**src/rtl/ahblite_busmatrix_decoder_param_if.sv**
```systemverilog
// AHB-Lite signals between one input stage, the decoder and its output stages.
// The decoder connects through the slave modport; the driving side uses master.
interface ahblite_busmatrix_decoder_param_if #(
  parameter int unsigned NUM_SLAVES = 2
);
  logic                     HREADY;
  logic [31:0]              HADDR;
  logic [1:0]               HTRANS;
  logic [NUM_SLAVES-1:0]    ACTIVE_I;
  logic [NUM_SLAVES-1:0]    HREADYOUT_I;
  logic [2*NUM_SLAVES-1:0]  HRESP_I;
  logic [32*NUM_SLAVES-1:0] HRDATA_I;
  logic [NUM_SLAVES-1:0]    HSEL_O;
  logic                     ACTIVE;
  logic                     HREADYOUT;
  logic [1:0]               HRESP;
  logic [31:0]              HRDATA;

  modport slave (
    input  HREADY, HADDR, HTRANS, ACTIVE_I, HREADYOUT_I, HRESP_I, HRDATA_I,
    output HSEL_O, ACTIVE, HREADYOUT, HRESP, HRDATA
  );

  modport master (
    output HREADY, HADDR, HTRANS, ACTIVE_I, HREADYOUT_I, HRESP_I, HRDATA_I,
    input  HSEL_O, ACTIVE, HREADYOUT, HRESP, HRDATA
  );
endinterface

```
**src/rtl/ahblite_busmatrix_decoder_param.sv**
```systemverilog
// AHB-Lite input-stage decoder: base/mask address decode to NUM_SLAVES output stages,
// registered data-phase response mux, and a default slave that errors and logs unmapped hits.
module ahblite_busmatrix_decoder_param #(
  parameter int unsigned                  NUM_SLAVES = 2,
  parameter logic [32*NUM_SLAVES-1:0]     ADDR_BASE  = {NUM_SLAVES{32'h0}},
  parameter logic [32*NUM_SLAVES-1:0]     ADDR_MASK  = {NUM_SLAVES{32'hFFFF0000}},
  parameter int unsigned                  ERR_CNT_W  = 8
) (
  input  logic                                 HCLK,
  input  logic                                 HRESETn,
  ahblite_busmatrix_decoder_param_if.slave     bus,
  input  logic                                 ERR_CLR,
  output logic [ERR_CNT_W-1:0]                 ERR_CNT,
  output logic [31:0]                          ERR_ADDR
);

  typedef enum logic [1:0] {StIdle, StErr1, StErr2} state_e;

  logic [NUM_SLAVES-1:0] hsel;
  logic                  active;
  logic                  unmapped;
  logic [NUM_SLAVES:0]   sel_d, sel_q;
  state_e                state_d, state_q;
  logic                  dflt_ready_d, dflt_ready_q;
  logic [1:0]            dflt_resp_d, dflt_resp_q;
  logic [ERR_CNT_W-1:0]  err_cnt_d, err_cnt_q;
  logic [31:0]           err_addr_d, err_addr_q;
  logic                  unused_htrans0;

  assign unused_htrans0 = bus.HTRANS[0];

  // Lowest index wins when windows overlap; ACTIVE defaults high when nothing hits.
  always_comb begin
    hsel   = '0;
    active = 1'b1;
    for (int i = 0; i < NUM_SLAVES; i++) begin
      if (((bus.HADDR & ADDR_MASK[32*i +: 32]) == ADDR_BASE[32*i +: 32]) && (hsel == '0)) begin
        hsel[i] = 1'b1;
        active  = bus.ACTIVE_I[i];
      end
    end
  end

  assign bus.HSEL_O = hsel;
  assign bus.ACTIVE = active;

  assign unmapped = bus.HTRANS[1] & (hsel == '0) & bus.HREADY;

  // Top bit selects the default slave for the data phase.
  assign sel_d = bus.HREADY ? {unmapped, hsel} : sel_q;

  always_comb begin
    state_d = state_q;
    case (state_q)
      StIdle:  if (unmapped) state_d = StErr1;
      StErr1:  state_d = StErr2;
      StErr2:  state_d = unmapped ? StErr1 : StIdle;
      default: state_d = StIdle;
    endcase
    dflt_ready_d = (state_d != StErr1);
    dflt_resp_d  = (state_d == StIdle) ? 2'b00 : 2'b01;
  end

  // A clear coinciding with an unmapped transfer still logs that transfer.
  always_comb begin
    err_cnt_d  = err_cnt_q;
    err_addr_d = err_addr_q;
    if (ERR_CLR) begin
      err_cnt_d  = '0;
      err_addr_d = '0;
    end
    if (unmapped) begin
      err_addr_d = bus.HADDR;
      if (err_cnt_d != '1) begin
        err_cnt_d = err_cnt_d + 1'b1;
      end
    end
  end

  always_ff @(posedge HCLK or negedge HRESETn) begin
    if (!HRESETn) begin
      sel_q        <= '0;
      state_q      <= StIdle;
      dflt_ready_q <= 1'b1;
      dflt_resp_q  <= 2'b00;
      err_cnt_q    <= '0;
      err_addr_q   <= '0;
    end else begin
      sel_q        <= sel_d;
      state_q      <= state_d;
      dflt_ready_q <= dflt_ready_d;
      dflt_resp_q  <= dflt_resp_d;
      err_cnt_q    <= err_cnt_d;
      err_addr_q   <= err_addr_d;
    end
  end

  always_comb begin
    bus.HREADYOUT = dflt_ready_q;
    bus.HRESP     = dflt_resp_q;
    bus.HRDATA    = '0;
    for (int i = 0; i < NUM_SLAVES; i++) begin
      if (sel_q[i]) begin
        bus.HREADYOUT = bus.HREADYOUT_I[i];
        bus.HRESP     = bus.HRESP_I[2*i +: 2];
        bus.HRDATA    = bus.HRDATA_I[32*i +: 32];
      end
    end
  end

  assign ERR_CNT  = err_cnt_q;
  assign ERR_ADDR = err_addr_q;

endmodule

```
**src/flat_wrapper.sv**
```systemverilog
// flat-port wrapper written by rule: the top's interface ports become plain ports
module ahblite_busmatrix_decoder_param_flat 
#(
  parameter int unsigned                  NUM_SLAVES = 2,
  parameter logic [32*NUM_SLAVES-1:0]     ADDR_BASE  = {NUM_SLAVES{32'h0}},
  parameter logic [32*NUM_SLAVES-1:0]     ADDR_MASK  = {NUM_SLAVES{32'hFFFF0000}},
  parameter int unsigned                  ERR_CNT_W  = 8
)
  (HCLK, HRESETn, ERR_CLR, ERR_CNT, ERR_ADDR, bus_HREADY, bus_HADDR, bus_HTRANS, bus_ACTIVE_I, bus_HREADYOUT_I, bus_HRESP_I, bus_HRDATA_I, bus_HSEL_O, bus_ACTIVE, bus_HREADYOUT, bus_HRESP, bus_HRDATA);
  ahblite_busmatrix_decoder_param_if #(.NUM_SLAVES(NUM_SLAVES)) bus_i ();
  input  logic HCLK;
  input  logic HRESETn;
  input  logic ERR_CLR;
  output logic [ERR_CNT_W-1:0] ERR_CNT;
  output logic [31:0] ERR_ADDR;
  input wire logic [$bits(bus_i.HREADY)-1:0] bus_HREADY;
  input wire logic [$bits(bus_i.HADDR)-1:0] bus_HADDR;
  input wire logic [$bits(bus_i.HTRANS)-1:0] bus_HTRANS;
  input wire logic [$bits(bus_i.ACTIVE_I)-1:0] bus_ACTIVE_I;
  input wire logic [$bits(bus_i.HREADYOUT_I)-1:0] bus_HREADYOUT_I;
  input wire logic [$bits(bus_i.HRESP_I)-1:0] bus_HRESP_I;
  input wire logic [$bits(bus_i.HRDATA_I)-1:0] bus_HRDATA_I;
  output wire logic [$bits(bus_i.HSEL_O)-1:0] bus_HSEL_O;
  output wire logic [$bits(bus_i.ACTIVE)-1:0] bus_ACTIVE;
  output wire logic [$bits(bus_i.HREADYOUT)-1:0] bus_HREADYOUT;
  output wire logic [$bits(bus_i.HRESP)-1:0] bus_HRESP;
  output wire logic [$bits(bus_i.HRDATA)-1:0] bus_HRDATA;
  assign bus_i.HREADY = bus_HREADY;
  assign bus_i.HADDR = bus_HADDR;
  assign bus_i.HTRANS = bus_HTRANS;
  assign bus_i.ACTIVE_I = bus_ACTIVE_I;
  assign bus_i.HREADYOUT_I = bus_HREADYOUT_I;
  assign bus_i.HRESP_I = bus_HRESP_I;
  assign bus_i.HRDATA_I = bus_HRDATA_I;
  assign bus_HSEL_O = bus_i.HSEL_O;
  assign bus_ACTIVE = bus_i.ACTIVE;
  assign bus_HREADYOUT = bus_i.HREADYOUT;
  assign bus_HRESP = bus_i.HRESP;
  assign bus_HRDATA = bus_i.HRDATA;
  ahblite_busmatrix_decoder_param #(.NUM_SLAVES(NUM_SLAVES), .ADDR_BASE(ADDR_BASE), .ADDR_MASK(ADDR_MASK), .ERR_CNT_W(ERR_CNT_W)) u_core (.HCLK(HCLK), .HRESETn(HRESETn), .bus(bus_i), .ERR_CLR(ERR_CLR), .ERR_CNT(ERR_CNT), .ERR_ADDR(ERR_ADDR));
endmodule
```
**config.mk**
```make
export PLATFORM = sky130hd
export DESIGN_NAME = ahblite_busmatrix_decoder_param_flat
export DESIGN_NICKNAME = d
export VERILOG_FILES = /design/src/rtl/ahblite_busmatrix_decoder_param_if.sv /design/src/rtl/ahblite_busmatrix_decoder_param.sv /design/src/flat_wrapper.sv
export SDC_FILE = /design/constraint.sdc
export NUM_CORES = 1
export LEC_CHECK = 0
export BUFFER_PORTS_ARGS = -buffer_cell sky130_fd_sc_hd__buf_2
export CAP_MARGIN = 20
export CORE_MARGIN = 2
export CORE_UTILIZATION = 39
export CTS_CLUSTER_DIAMETER = 200
export DETAILED_ROUTE_END_ITERATION = 7
export GPL_TIMING_DRIVEN = 0
export PLACE_DENSITY = 0.92
export SLEW_MARGIN = 20
export SYNTH_ARGS = -nofsm -noshare
export SYNTH_HDL_FRONTEND = slang
export SYNTH_SLANG_ARGS = --single-unit
```
**constraint.sdc**
```tcl
create_clock -name HCLK -period 1.9 [get_ports HCLK]
set_clock_uncertainty 0.1 [all_clocks]
set_input_delay 0.095 -clock HCLK [delete_from_list [all_inputs] [get_ports HCLK]]
set_output_delay 0.095 -clock HCLK [all_outputs]
set_load 0.005 [all_outputs]
```
==> summary.md <==
| Metric | Value |
|---|---|
| Post-synth ARST share | 100.0% |
| Initial Util | 40.90% |
| IO Pins | 188 |
| Die Ht | 80.46 microns |
| Worst Path Class, Setup | input port to primary output |
| Cell family with most CP delay | buffers and inverters |
| Clk slew on worst S/H paths | 0.07 ns |
| Critical Path RT | 1.70 ns |
| Ant diodes | 0 |
| Status | complete, no violations |
| Crit path capture type | primary output |
| Largest net degree at the start of global routing | 46 |
| TritonCTS clock tree | done |
| Initial drt markers | 126 |
| Hold Crit Class | input port to flip-flop |
| Worst Path Buf+Inv | 3 |
| FMAX | 531.0 MHz |
| Predominant post-synthesis flop cell | dfrtp_1 |
| Total GRT Usage | 21.88% |
| Worst Tran Pin Value | 0.6059 ns |
| Buffers on Ports | 149 |
| Crit path max fanout | 4 |
| Count of final hold-check violations | 0 |
| Mapped Nets | 351 |
| DIE WIDTH | 80.46 microns |
| XOR/XNOR share of the synthesized area | 1.153% |
| Final setup fails | 0 |
| Count of different cell masters after synthesis | 36 |
| Synth Area in Compound Gates | 9.166% |
| Max-slew violations | 0 |
| Mapped Cells | 240 |
| Layout cells sized above 1 | 41.47% |
| Vias in the first global route | 2449 |
| Relative slew slack | 59.61% |
| Core Area | 5574 sq um |
| Multi-input gate area | 1169 sq um |
| Clk root buf | clkbuf_8 |
| Row count | 27 |
| Hold_sp | ERR_CLR |
| Multiplexer share of the synthesized area | 2.415% |
| Via count | 2478 |
| Sequential area share after synthesis | 49.45% |
| Clock buffers created by TritonCTS | 5 |
| CP Launch Point | bus_HADDR[29] |
| Remaining Overflow, GRT | 0 |
| Avg Synthesized Cell Area | 9.499 sq um |
| Post-Route WL | 7375 microns |
| First-pass GRT wire length | 10920 microns |
| Leakage | 0.001913 uW |
| CP most frequent cell | buf_2 |
| Min Tclk post-route | 1.883 ns |
| Leading cell type by number of instances after synthesis | dfrtp_1 |
| Post-synthesis simple-gate area fraction | 34.08% |
| Maximum vdd drop | 0.0004131 V |
| Die area | 6473 sq um |
| Antenna Nets Post-Route | 0 |
| DP HPWL | 4934 microns |
| Clock Path Buffers | 2 |
| Vias/cell | 4.897 |
| Max stage delay on crit path | 0.54 ns |
| Reg2Reg Launch Point | u_core.ERR_CNT[0] |
| Yosys warns | 0 |
| Post-route setup slack | 0.01687 ns |
| Synth top area share | 48.30% |
| WP data arrival | 1.69 ns |
| Synth area leaders | dfrtp_1 48%, nand2b_1 9.9%, and2_1 9.1% |
| Final #Nets | 545 |
| EDFF count, synth | 0 |
| Maxcap violations | 0 |
| Adder-Cell Fraction of Synth Area | 0.5488% |
| Layout area overhead | 60.43% |
| DR WL/cell | 14.58 microns |
| Clock latency on the worst-skew pair | 0.29 ns |
| Levels on crit path | 6 |
| CP max stage cell | dlygate4sd3_1 |
| Power Density | 542.1 nW/um^2 |
| Final Hold Slack | 0.1428 ns |
| Cell count of the worst hold path | 4 |
| Flops & latches, synth | 45 |
| Placer congestion estimate | 0.7476 |
| Reg2Reg Depth | 6 |
| # fillers | 445 |
| Commonest cells post-synth | 44 x dfrtp_1, 36 x nand2b_1, 35 x nand2_1 |
| Residual DRC | 0 |
| DRT Pass-1 Iters | 4 |
| Worst-path cell chain | dlygate4sd3_1, buf_2, nor4_4, and4_4, nand2b_1, buf_2 |
| Pre-CTS WS | -0.2627 ns |
| Area leader, netlist | dfrtp_1 |
| Sink Count | 45 |
| Storage element area | 1127 sq um |
| Initial antenna violation count | 0 |
| Fin crit share | 99.11% |
| H-Tree Depth | 2 |
| Post-Synthesis Cell Area | 2280 sq um |
| Main combinational cell family by area after synthesis | simple AND/OR/NAND/NOR gates |
| Worst setup SP type | input port |
through the flow:
| step | std cells | power (uW) | util (%) | area, sq um | setup TNS, ns |
|---|---|---|---|---|---|
| after detailed placement | 461 | 1346 | 55.89 | 3115 | -0.6303 |
| final | 506 | 1983 | 65.61 | 3657 | 0 |
| after floorplan | 240 | 1164 | - | 2280 | 0 |
| after global placement | 461 | 1337 | 55.89 | 3115 | -0.3286 |
| after CTS | 503 | 1967 | 63.59 | 3545 | 0 |
| after global routing | 506 | 2086 | 65.61 | 3657 | -0.5649 |
area by class of cell:
cell class | count | area share [%]
multi-input combinational | 178 | 31.95
sequential | 45 | 30.82
timing repair buffer | 187 | 30.58
tap | 72 | 2.463
clock buffer | 6 | 1.984
buffer | 16 | 1.847
clock inverter | 1 | 0.2395
inverter | 1 | 0.1026
report_power, final:
part / switching (uW) / internal (uW) / leakage (uW)
combinational: 173 / 201 / 0.00128
clock: 308 / 255 / 0.0000412
sequential: 31.6 / 1010 / 0.000595
total: 514 / 1470 / 0.00191
worst paths after layout:
kind | slack (ns) | endpoint
hold / removal | 0.14 | u_core.ERR_CNT[6]
hold reg to reg | 0.31 | u_core.state_q[1]
setup / recovery | 0.02 | bus_ACTIVE
min in group asynchronous | 0.23 | u_core.ERR_ADDR[24]
max in group asynchronous | 1.06 | u_core.dflt_ready_q
setup reg to reg | 0.07 | u_core.ERR_CNT[1]
metal layers:
| layer | part of all wire (%) | global-route usage [%] | wire (microns) | vias up |
|---|---|---|---|---|
| met2 | 52 | 40.67 | 3832 | 127 |
| li1 | - | - | - | 1174 |
| met5 | 0 | 0 | 0 | - |
| met4 | 1.5 | 5.254 | 107 | 0 |
| met3 | 8.4 | 5.730 | 621 | 11 |
| met1 | 38 | 24.78 | 2813 | 1166 |
worst min-delay path: stages:
cell,delay (ns)
buf_2,0.13
nor2b_1,0.08
a21oi_1,0.12
a31oi_1,0.05
layout by cell type (no fill, tap or decap), types with 2 or more instances in the layout:
cell type      instances
nand2_1               34
clkbuf_8               5
nand2b_1              36
clkbuf_1              12
dlygate4sd3_1         34
o21ai_1               20
nor3_1                 2
dfrtp_1               44
nor4_4                 5
nor2b_1                7
xnor2_1                2
nand3b_1               3
mux2_2                 3
clkbuf_2               2
nor2b_4                2
buf_4                  6
and2_1                33
o21ai_0               13
buf_2                149
repair_timing:
action / in CTS / in global routing
resized for setup: 0 / 19
cloned: 0 / 0
hold buffers: 34 / 0
setup endpoints to repair: 2 / 39
endpoints found under the hold margin: 77 / 0
buffers inserted: 1 / 3
pin swaps: 1 / 4
cell families after synthesis:
logic type | after synthesis
simple gates | 130
flops | 45
compound gates | 38
buf+inv | 17
mux | 5
xor+xnor | 3
fa+ha+maj | 1
other cells | 1
registers in the layout (all words and copies together), names as in the netlist:
name	flops
u_core.ERR_ADDR	32
u_core.ERR_CNT	8
u_core.state_q	2
u_core.dflt_ready_q	1
u_core.dflt_resp_q	1
u_core.sel_q	1
(Power assumes the default switching activity.)
